## config.mk

```make
export PLATFORM = sky130hd
export DESIGN_NAME = gray_codec_pipe
export DESIGN_NICKNAME = d
export VERILOG_FILES = /design/src/rtl/gray_codec_pipe.sv
export SDC_FILE = /design/constraint.sdc
export NUM_CORES = 1
export LEC_CHECK = 0
export ABC_AREA = 1
export CAP_MARGIN = 15
export CELL_PAD_IN_SITES_DETAIL_PLACEMENT = 1
export CELL_PAD_IN_SITES_GLOBAL_PLACEMENT = 2
export CORE_MARGIN = 5
export CORE_UTILIZATION = 30
export CTS_BUF_LIST = sky130_fd_sc_hd__clkbuf_4
export DETAILED_ROUTE_END_ITERATION = 12
export HOLD_SLACK_MARGIN = 0.08
export PLACE_DENSITY = 0.93
export SYNTH_ARGS = -nofsm -noshare
export SYNTH_HDL_FRONTEND = slang
export SYNTH_SLANG_ARGS = --single-unit
```

## constraint.sdc

```tcl
create_clock -name clk -period 2.12 [get_ports clk]
set_input_delay 0.318 -clock clk [delete_from_list [all_inputs] [get_ports clk]]
set_output_delay 0.318 -clock clk [all_outputs]
set_load 0.01 [all_outputs]
```

## src/rtl/gray_codec_pipe.sv

```systemverilog
// gray_codec_pipe: per-word binary<->Gray converter with a valid/ready pipeline.
// Latency: STAGES cycles from input transfer to out_valid; one word per cycle.
// Backpressure: a stage refills only when it is empty or its successor drains,
//   so in_ready is combinational from out_ready and holes in the pipe collapse.
//
// Parameters: WIDTH (2..32) data width, STAGES (1..WIDTH) register stages.
// Ports:
//   clk, rst_n             clock, asynchronous active-low reset
//   in_valid/in_ready      input handshake; in_data word, in_mode 0=bin->Gray 1=Gray->bin
//   out_valid/out_ready    output handshake; out_data result, out_mode echoes in_mode
//   out_step_err           mode-1 word differs from the previous mode-1 word in >1 bit
// Optional: define GRAY_STEP_CHECK_EN to build the step checker; otherwise
//   out_step_err is always 0.
module gray_codec_pipe #(
  parameter int WIDTH  = 8,
  parameter int STAGES = 2
) (
  input  logic             clk,
  input  logic             rst_n,
  input  logic             in_valid,
  output logic             in_ready,
  input  logic [WIDTH-1:0] in_data,
  input  logic             in_mode,
  output logic             out_valid,
  input  logic             out_ready,
  output logic [WIDTH-1:0] out_data,
  output logic             out_mode,
  output logic             out_step_err
);

  // Gray-to-binary prefix XOR is resolved MSB-first, CHUNK bits per stage.
  localparam int CHUNK = (WIDTH + STAGES - 1) / STAGES;

  // Resolve the bits owned by one stage. Bits above the chunk are already
  // binary, bits below are still Gray, so each bit folds in its finished
  // upper neighbour.
  function automatic logic [WIDTH-1:0] f_g2b_chunk(input logic [WIDTH-1:0] word,
                                                   input int stage);
    logic [WIDTH-1:0] res;
    int hi;
    int lo;
    res = word;
    hi  = WIDTH - 1 - stage * CHUNK;
    lo  = WIDTH - (stage + 1) * CHUNK;
    for (int i = WIDTH - 2; i >= 0; i--) begin
      if (i <= hi && i >= lo) res[i] = res[i] ^ res[i+1];
    end
    return res;
  endfunction

  logic [STAGES-1:0] r_vld;
  logic [STAGES-1:0] r_mode;
  logic [STAGES-1:0] r_err;
  logic [WIDTH-1:0]  r_dat [STAGES];
  logic [STAGES-1:0] w_ld;
  logic [WIDTH-1:0]  w_nxt [STAGES];
  logic              w_err_in;

  genvar gk;
  generate
    for (gk = 0; gk < STAGES; gk++) begin : g_stage
      // A stage may load if out_ready is high or any stage from here to the
      // output is empty (an empty slot downstream lets everything shift).
      assign w_ld[gk] = out_ready | ~(&r_vld[STAGES-1:gk]);
      if (gk == 0) begin : g_first
        // Binary-to-Gray completes here; later stages only carry the result.
        assign w_nxt[gk] = in_mode ? f_g2b_chunk(in_data, 0)
                                   : (in_data ^ (in_data >> 1));
      end else begin : g_rest
        assign w_nxt[gk] = r_mode[gk-1] ? f_g2b_chunk(r_dat[gk-1], gk)
                                        : r_dat[gk-1];
      end
    end
  endgenerate

  assign in_ready = w_ld[0];

  always_ff @(posedge clk or negedge rst_n) begin
    if (!rst_n) begin
      r_vld  <= '0;
      r_mode <= '0;
      r_err  <= '0;
      for (int k = 0; k < STAGES; k++) r_dat[k] <= '0;
    end else begin
      if (w_ld[0]) begin
        r_vld[0]  <= in_valid;
        r_dat[0]  <= w_nxt[0];
        r_mode[0] <= in_mode;
        r_err[0]  <= w_err_in;
      end
      for (int k = 1; k < STAGES; k++) begin
        if (w_ld[k]) begin
          r_vld[k]  <= r_vld[k-1];
          r_dat[k]  <= w_nxt[k];
          r_mode[k] <= r_mode[k-1];
          r_err[k]  <= r_err[k-1];
        end
      end
    end
  end

`ifdef GRAY_STEP_CHECK_EN
  logic [WIDTH-1:0] r_ref;
  logic             r_ref_vld;
  logic [WIDTH-1:0] w_diff;
  logic             w_in_xfer;

  assign w_in_xfer = in_valid & in_ready;
  assign w_diff    = in_data ^ r_ref;
  // Clearing the lowest set bit leaves a nonzero value exactly when two or
  // more bits differ.
  assign w_err_in  = in_mode & r_ref_vld & ((w_diff & (w_diff - WIDTH'(1))) != '0);

  // A mode-0 word breaks the Gray sequence, so it invalidates the reference.
  always_ff @(posedge clk or negedge rst_n) begin
    if (!rst_n) begin
      r_ref     <= '0;
      r_ref_vld <= 1'b0;
    end else if (w_in_xfer) begin
      if (in_mode) begin
        r_ref     <= in_data;
        r_ref_vld <= 1'b1;
      end else begin
        r_ref_vld <= 1'b0;
      end
    end
  end
`else
  assign w_err_in = 1'b0;
`endif

  assign out_valid    = r_vld[STAGES-1];
  assign out_data     = r_dat[STAGES-1];
  assign out_mode     = r_mode[STAGES-1];
  assign out_step_err = r_err[STAGES-1];

endmodule
```

* Word-level counts from Yosys, hierarchy flattened
Cells that the tools add are included.
** Operators by class
- Add/subtract/negate cells :: 0
- $mul :: 0
- Divide/modulo/power cells :: 0
- Order comparisons :: 0
- Equal/unequal tests :: 0
- Shift-type cells :: 0
- Multiplexer cells :: 2
- Bitwise logic cells :: 12
- Reductions and logical operators :: 1
** Operator list (number)
- $mux W8 :: 1
- $xor A8 B7 Y8 :: 1
- $xor A1 B1 Y1 :: 7
- $mux W4 :: 1
- $not A1 Y1 :: 2
- $or A1 B1 Y1 :: 2
- $reduce_and A2 Y1 :: 1
** Storage, ports and cells
- Bits in registers :: 20
- Latch bits :: 0
- Bits in writable memories :: 0
- Memory bits (read-only) :: 0
- Input bits :: 13
- Output and inout port bits :: 12
- Word-level logic and storage cells :: 21
- Memories kept :: 0

* Longest topological paths before layout
- Word-level depth :: 5
- Mapped depth :: 8
- Mapped depth without buffers :: 8

* Worst setup path after synthesis
No wires, ideal clock.
- Path type :: reg2out
- Start point :: register r_vld[1]
- End point :: output in_ready
- Arrival time :: 0.883 ns
- Required time :: 1.802 ns
- Path slack :: 0.919 ns
- Stages on the path, launching flop included :: 6
- Buffers on the path :: 0
- Cells stage by stage :: dfrtp_1 > inv_1 > nor2_4 > inv_2 > nor2_8 > inv_2
** Between the ends
- Cells in the longest elaborated chain, start to end :: 3
** Ends and longest elaborated chain
- from (decl) :: RTL line 51 : logic [STAGES-1:0] r_vld;
- from (signal, indexed assignment) :: RTL line 93 : r_vld[k] <= r_vld[k-1];
- $reduce_and A2 Y1 :: RTL line 64 : assign w_ld[gk] = out_ready | ~(&r_vld[STAGES-1:gk]);
- $not A1 Y1 :: RTL line 64
- $or A1 B1 Y1 :: RTL line 64
- to (decl) :: RTL line 21 : output logic in_ready,
No other way between the ends.

* Final worst setup path
- Start point :: input out_ready
- End point :: output in_ready
** Between the ends
- Cells in the longest elaborated chain, start to end :: 1
** Ends and longest elaborated chain
- from (decl) :: RTL line 25 : input logic out_ready,
- $or A1 B1 Y1 :: RTL line 64
No other way between the ends.

==> results.yml <==
cells_and_area:
  nFillCells: 406
  regArea_um2: 500
  diodes: 0
  multiInputGateArea_um2: 435
  num-nets-final: 163
  area_growth_pct: 23.3
  utilization_pct: 39.1
  drive_gt1_share_pct: 9.46
placement:
  place_hpwl_mm: 1.92
  pre_cts_ws_ps: 141
  gp_congestion: 0.770
  port_buffers: 23
sta:
  fmax_mhz: 509
  layout_min_cycle_time_ps: 1970
  slew_violations: 0
  setup_viol: 0
  hold_viol_final: 0
  fin_skew_ps: 6.33
  hold_ws_ps: 346
  rsz0062_at_grt: "no"
  tns_ps: 0
  fin_crit_sh_pct: 92.7
  final.setup.worst_slack_ps: 155
critical_path:
  crit_arrival_ps: 1650
  cp-end-kind: "output port"
  crit_buf_inv: 4
  critPathSlowestCell: "clkdlybuf4s50_1"
  cp_cell_sequence: "clkdlybuf4s50_1 -> nor2_4 -> inv_2 -> nor2_8 -> inv_2 -> clkdlybuf4s50_1"
  critPathKind: "in2out"
  cp.required_ps: 1800
  cp_max_fo: 5
  crit_start: "out_ready"
  critPathLaunchType: "input pin"
  slowest_delay_ps: 540
  critPathTopFamily: "buffers and inverters"
  r2r-start: "r_dat[11]"
drt:
  wl_per_cell_um: 12.1
  first_iter_violations: 37
  via_per_inst: 4.53
  wl_mm: 2.35
  drc: 0
  route.vias.total: 878
  drtAntennaViolNets: 0
  drtPass1Iterations: 4
floorplanning:
  dieArea_um2: 4880
  fp-row-count: 21
  die_y_um: 69.9
  core_um2: 3390
  pin_count: 25
  start_util_pct: 31.7
  die-width_um: 69.9
clock_tree:
  clockBufferDepth: 2
  clock_latency_ps: 300
  clock_sinks: 20
  cts_tree: "built"
  hold_buffers: 0
  cts_buffers: 3
  h-tree-depth: 1
  cts_setup_buffers: 0
  clock-root-buffer: "clkbuf_4"
  clk_pin_slew_ps: 110
  cts_resized: 0
power_and_ir_drop:
  total_power_uw: 970
  power-per-cell-area_nw_per_um2: 732
  ir_drop_v: 0.000186
  p_leak_uw: 0.000630
global_routing:
  grt_pass1_wl_mm: 4.20
  grt_usage_pct: 10.4
  grt_overflow: 0
  grt_pass1_vias: 980
  grt_max_degree: 21
  antenna_found_initial: 0
synthesis:
  synth_seq_area_share_pct: 46.6
  ys_seq_elements: 20
  syn_avg_cell_area_um2: 8.33
  synth_area_um2: 1070
  yosysUniqueCellTypes: 21
  ys_warn_count: 0
  syn-num-nets: 142
  syn_inst: 129
hold_path:
  hold_class: "in2async"
status:
  status: "complete, no violations"
run:
  max_cap_violations: 0
-- layout make-up --
type / instances / area share [%]
Sequential cell: 20 / 37.8
Multi-Input combinational cell: 85 / 32.9
Timing Repair Buffer: 27 / 19.6
Tap cell: 46 / 4.34
Inverter: 13 / 3.68
Clock buffer: 3 / 1.70
-- stage by stage --
step / instance area (um^2) / cells
2_1_floorplan: 1070 / 129
6_report: 1330 / 194
3_5_place_dp: 1300 / 191
4_1_cts: 1330 / 194
5_1_grt: 1330 / 194
3_3_place_gp: 1300 / 191
-- placed cells by master, fill, tap and decap left out --
cell type         n
xnor2_1           1
nand3_1          13
nand2_2           1
clkbuf_4          3
nand3_2           1
o21a_1            1
xor2_1            6
clkdlybuf4s50_1  23
nor2_1            2
o211ai_1          2
nand4_1           2
or2_2             1
nor2_4            1
inv_2             2
buf_4             4
a31oi_1           2
inv_1            11
o21ai_0           7
dfrtp_1          20
nor2_8            1
nand2_1          43
conb_1            1
-- final timing paths --
| kind | to | slack, ps | cells past startpoint |
|---|---|---|---|
| worst max-delay path | in_ready | 150 | 6 |
| worst min-delay path | out_data[3] | 350 | 2 |
| worst max register to register | out_data[0] | 870 | 8 |
| worst min register to register | r_dat[15] | 500 | 2 |
| max in group asynchronous | r_dat[11] | 1570 | 2 |
| min in group clk | r_dat[15] | 500 | 2 |
-- per-layer routing --
metal	part of all wire [%]	global-route usage (%)	routed length [um]
met5	0	0	0
met4	2.0	5.11	48
met3	5.0	1.87	117
met2	49	18.8	1150
met1	44	11.7	1030
-- state kept, by name (all words and copies together) (netlist names) --
| signal | cells |
|---|---|
| r_mode | 2 |
| r_vld | 2 |
| r_dat | 8 |
| out_data | 8 |
-- cells in the mapped netlist --
master / instances / area, um^2
nand2_1: 43 / 161
dfrtp_1: 20 / 500
nand3_1: 13 / 65.1
inv_1: 11 / 41.3
buf_4: 9 / 67.6
o21ai_0: 7 / 35.0
xor2_1: 6 / 52.6
a31oi_1: 2 / 12.5
buf_6: 2 / 22.5
inv_2: 2 / 7.51
nand4_1: 2 / 12.5
nor2_1: 2 / 7.51
o211ai_1: 2 / 15.0
conb_1: 1 / 3.75
nand2_2: 1 / 6.26
nand3_2: 1 / 10.0
nor2_4: 1 / 11.3
nor2_8: 1 / 20.0
o21a_1: 1 / 7.51
or2_2: 1 / 6.26
xnor2_1: 1 / 8.76
-- report_power, final --
group	switching [uW]	internal [uW]	total [uW]
logic	154	151	305
registers	45.1	443	488
clock network	110	66.2	176
total	309	660	970
-- cell families (layout without fill, tap and decap cells) --
group | count (synthesis) | after routing | share of synthesized area (%)
simple gates | 65 | 65 | 27.9
flops | 20 | 20 | 46.6
buf+inv | 24 | 43 | 12.9
other cells | 1 | 1 | 0.349
xor+xnor | 7 | 7 | 5.70
compound gates | 12 | 12 | 6.52
No activity file was read; power rests on OpenSTA's default activity.
==> edit: new RTL, same settings <==
The parameter `STAGES` goes from 2 to 4. Comments in the files are not updated.
--- a/src/rtl/gray_codec_pipe.sv
+++ b/src/rtl/gray_codec_pipe.sv
@@ -13,7 +13,7 @@
 //   out_step_err is always 0.
 module gray_codec_pipe #(
   parameter int WIDTH  = 8,
-  parameter int STAGES = 2
+  parameter int STAGES = 4
 ) (
   input  logic             clk,
   input  logic             rst_n,
Behaviour: not the same (a bounded check fails within 4 cycles, from zero or initial values and one cycle with rst_n low).
==> edit against the original RTL <==
Final cell count increased by 61%. Die area increased by 61%. Total power increased by 97%. Sequential cell count increased by 20. Final area increased by 62%. Wire length increased by 40%. Synthesized area increased by 72%. Utilization decreased by 3.0 points. Sequential share of layout area increased by 8.8 points. Via count increased by 49%. Worst setup slack got worse by 0.023 ns. Largest power group unchanged. Clock skew decreased by 0.0022 ns. Non-clock buffer count increased by 1.
==> edit: results (changes against the original RTL) <==
- H-tree depth: 2 (+1)
- Ant. Diodes: 0 (unchanged)
- Post-synthesis adder-cell area fraction: 0% (unchanged)
- Slowest-stage cell, CP: clkdlybuf4s50_1
- Synth warnings: 0 (unchanged)
- FILL cells: 745 (+83%)
- Synth async-reset ratio: 100.0% (unchanged)
- Top post-synthesis cells by area: dfrtp_1 54%, nand2_1 20%, nand3_1 4.3%
- Nets: 250 (+53%)
- Transition time of the tightest slew-check pin: 0.8828 ns
- Dpl hpwl: 2525 µm (+31%)
- Skew final: 0.004146 ns (-0.002179 ns)
- Worst min-delay path class: input port to asynchronous set/reset pin
- Max Fanout on Critical Path: 6 (+1)
- TritonRoute pass-1 iters: 4 (unchanged)
- Root Buffer: clkbuf_4
- Worst R2R Path Depth: 6 (-2)
- Crit. Startpoint: out_ready
- Flop2flop setup slack: 0.87 ns (about the same)
- RePlAce Congestion: 0.6830 (-11%)
- Resize count post-CTS: 0 (unchanged)
- Maximum number of pins on one net before global-route repair: 41 (+95%)
- WL/cell: 10.58 µm (-13%)
- First-pass GRT wire length: 6085 µm (+45%)
- Outcome: completed
- Critical Path Max Stage Delay: 0.56 ns (+0.02 ns)
- Clock transition at the registers of the reported paths: 0.11 ns (about the same)
- DP Area: 0.002103 mm² (+61%)
- # port buffers: 23 (unchanged)
- Clk_lat worst skew: 0.33 ns (+0.03 ns)
- Syn nets: 229 (+61%)
- Max VDD drop: 0.3569 mV (+92%)
- Commonest cells post-synth: 99 x nand2_1, 40 x dfrtp_1, 16 x nand3_1, 15 x inv_1, 9 x buf_4
- Max clock buf depth: 2 (unchanged)
- Xor/xnor share of the synthesized area: 2.838% (-2.9 points)
- Via count of the first global-routing pass: 1373 (+40%)
- Initial antenna violation count: 0 (unchanged)
- Register area share after synthesis: 54.05% (+7.5 points)
- Total CTS buffers: 5 (+2)
- Leakage power: 1.098 nW (+74%)
- Max reg flops: 24
- Post-CTS Setup Repair Bufs: 0 (unchanged)
- Compound-cell area share of the yosys netlist: 2.905% (-3.6 points)
- Yosys cell types: 23 (+9.5%)
- First DRT Iteration DRCs: 34 (-8.1%)
- Crit path DAT: 1.67 ns (+0.02 ns)
- Post-synthesis mux area share: 0% (unchanged)
- Share of cells above drive strength 1: 8.439% (-1.0 points)
- Launching point of the worst reg2reg path: r_vld[3]$_DFFE_PN0P_
- DR vias: 1311 (+49%)
- Reg2reg end: r_dat[27]$_DFFE_PN0P_
- GRT Total Usage: 10.02% (-0.40 points)
- Biggest register: r_dat
-- edit: layout make-up --
cell class / count / share of cell area, %
inverters: 16 / 2.796
repair buffers: 28 / 12.23
flip-flops and latches: 40 / 46.59
well taps: 75 / 4.368
multi-input cells: 146 / 31.92
clock buffers: 5 / 1.747
clock inverters: 2 / 0.3494
-- edit: worst max-delay path, delay by kind of cell --
| family | cells | cell delay [ns] |
|---|---|---|
| and+or+nand+nor | 3 | 0.24 |
| buffers and inverters | 3 | 1.11 |
-- edit: power by group --
group	internal [mW]	switching [mW]	total (mW)
Combinational	0.247	0.271	0.519
Clock	0.116	0.225	0.341
Sequential	0.936	0.112	1.05
-- edit: how the worst max path moves through the flow --
| stage | end | slack [ns] |
|---|---|---|
| after floorplan | in_ready | 0.86 |
| after global placement | in_ready | 0.13 |
| after detailed placement | in_ready | 0.12 |
| after CTS | in_ready | 0.09 |
| after global routing | in_ready | 0.02 |
| final | in_ready | 0.13 |
-- edit: cells by family (layout without fill, tap and decap cells) --
kind of cell / after synthesis / count (layout)
other: 1 / 1
XOR/XNOR: 6 / 6
AND/OR/NAND/NOR: 129 / 129
buffers and inverters: 30 / 51
flip-flops: 40 / 40
AO/OA/AOI/OAI: 10 / 10
-- edit: metal layers --
layer	global-route usage (%)	part of all wire, %
met4	3.709	1.5
met5	0	0
met3	3.538	7.1
met1	11.30	45
met2	17.40	47
-- edit: per-stage QoR --
| stage | hold WS [ns] | power, mW | instances | setup slack [ns] | utilization [%] |
|---|---|---|---|---|---|
| global route | 0.1516 | 2.077 | 312 | 0.01729 | 36.07 |
| floorplan | 0.02241 | 1.427 | 216 | 0.8561 | - |
| detailed placement | 0.4602 | 1.600 | 305 | 0.1206 | 35.32 |
| global placement | 0.4558 | 1.572 | 305 | 0.1286 | 35.32 |
| finish | 0.09013 | 1.907 | 312 | 0.1316 | 36.07 |
| CTS | 0.1087 | 1.951 | 312 | 0.09194 | 36.07 |
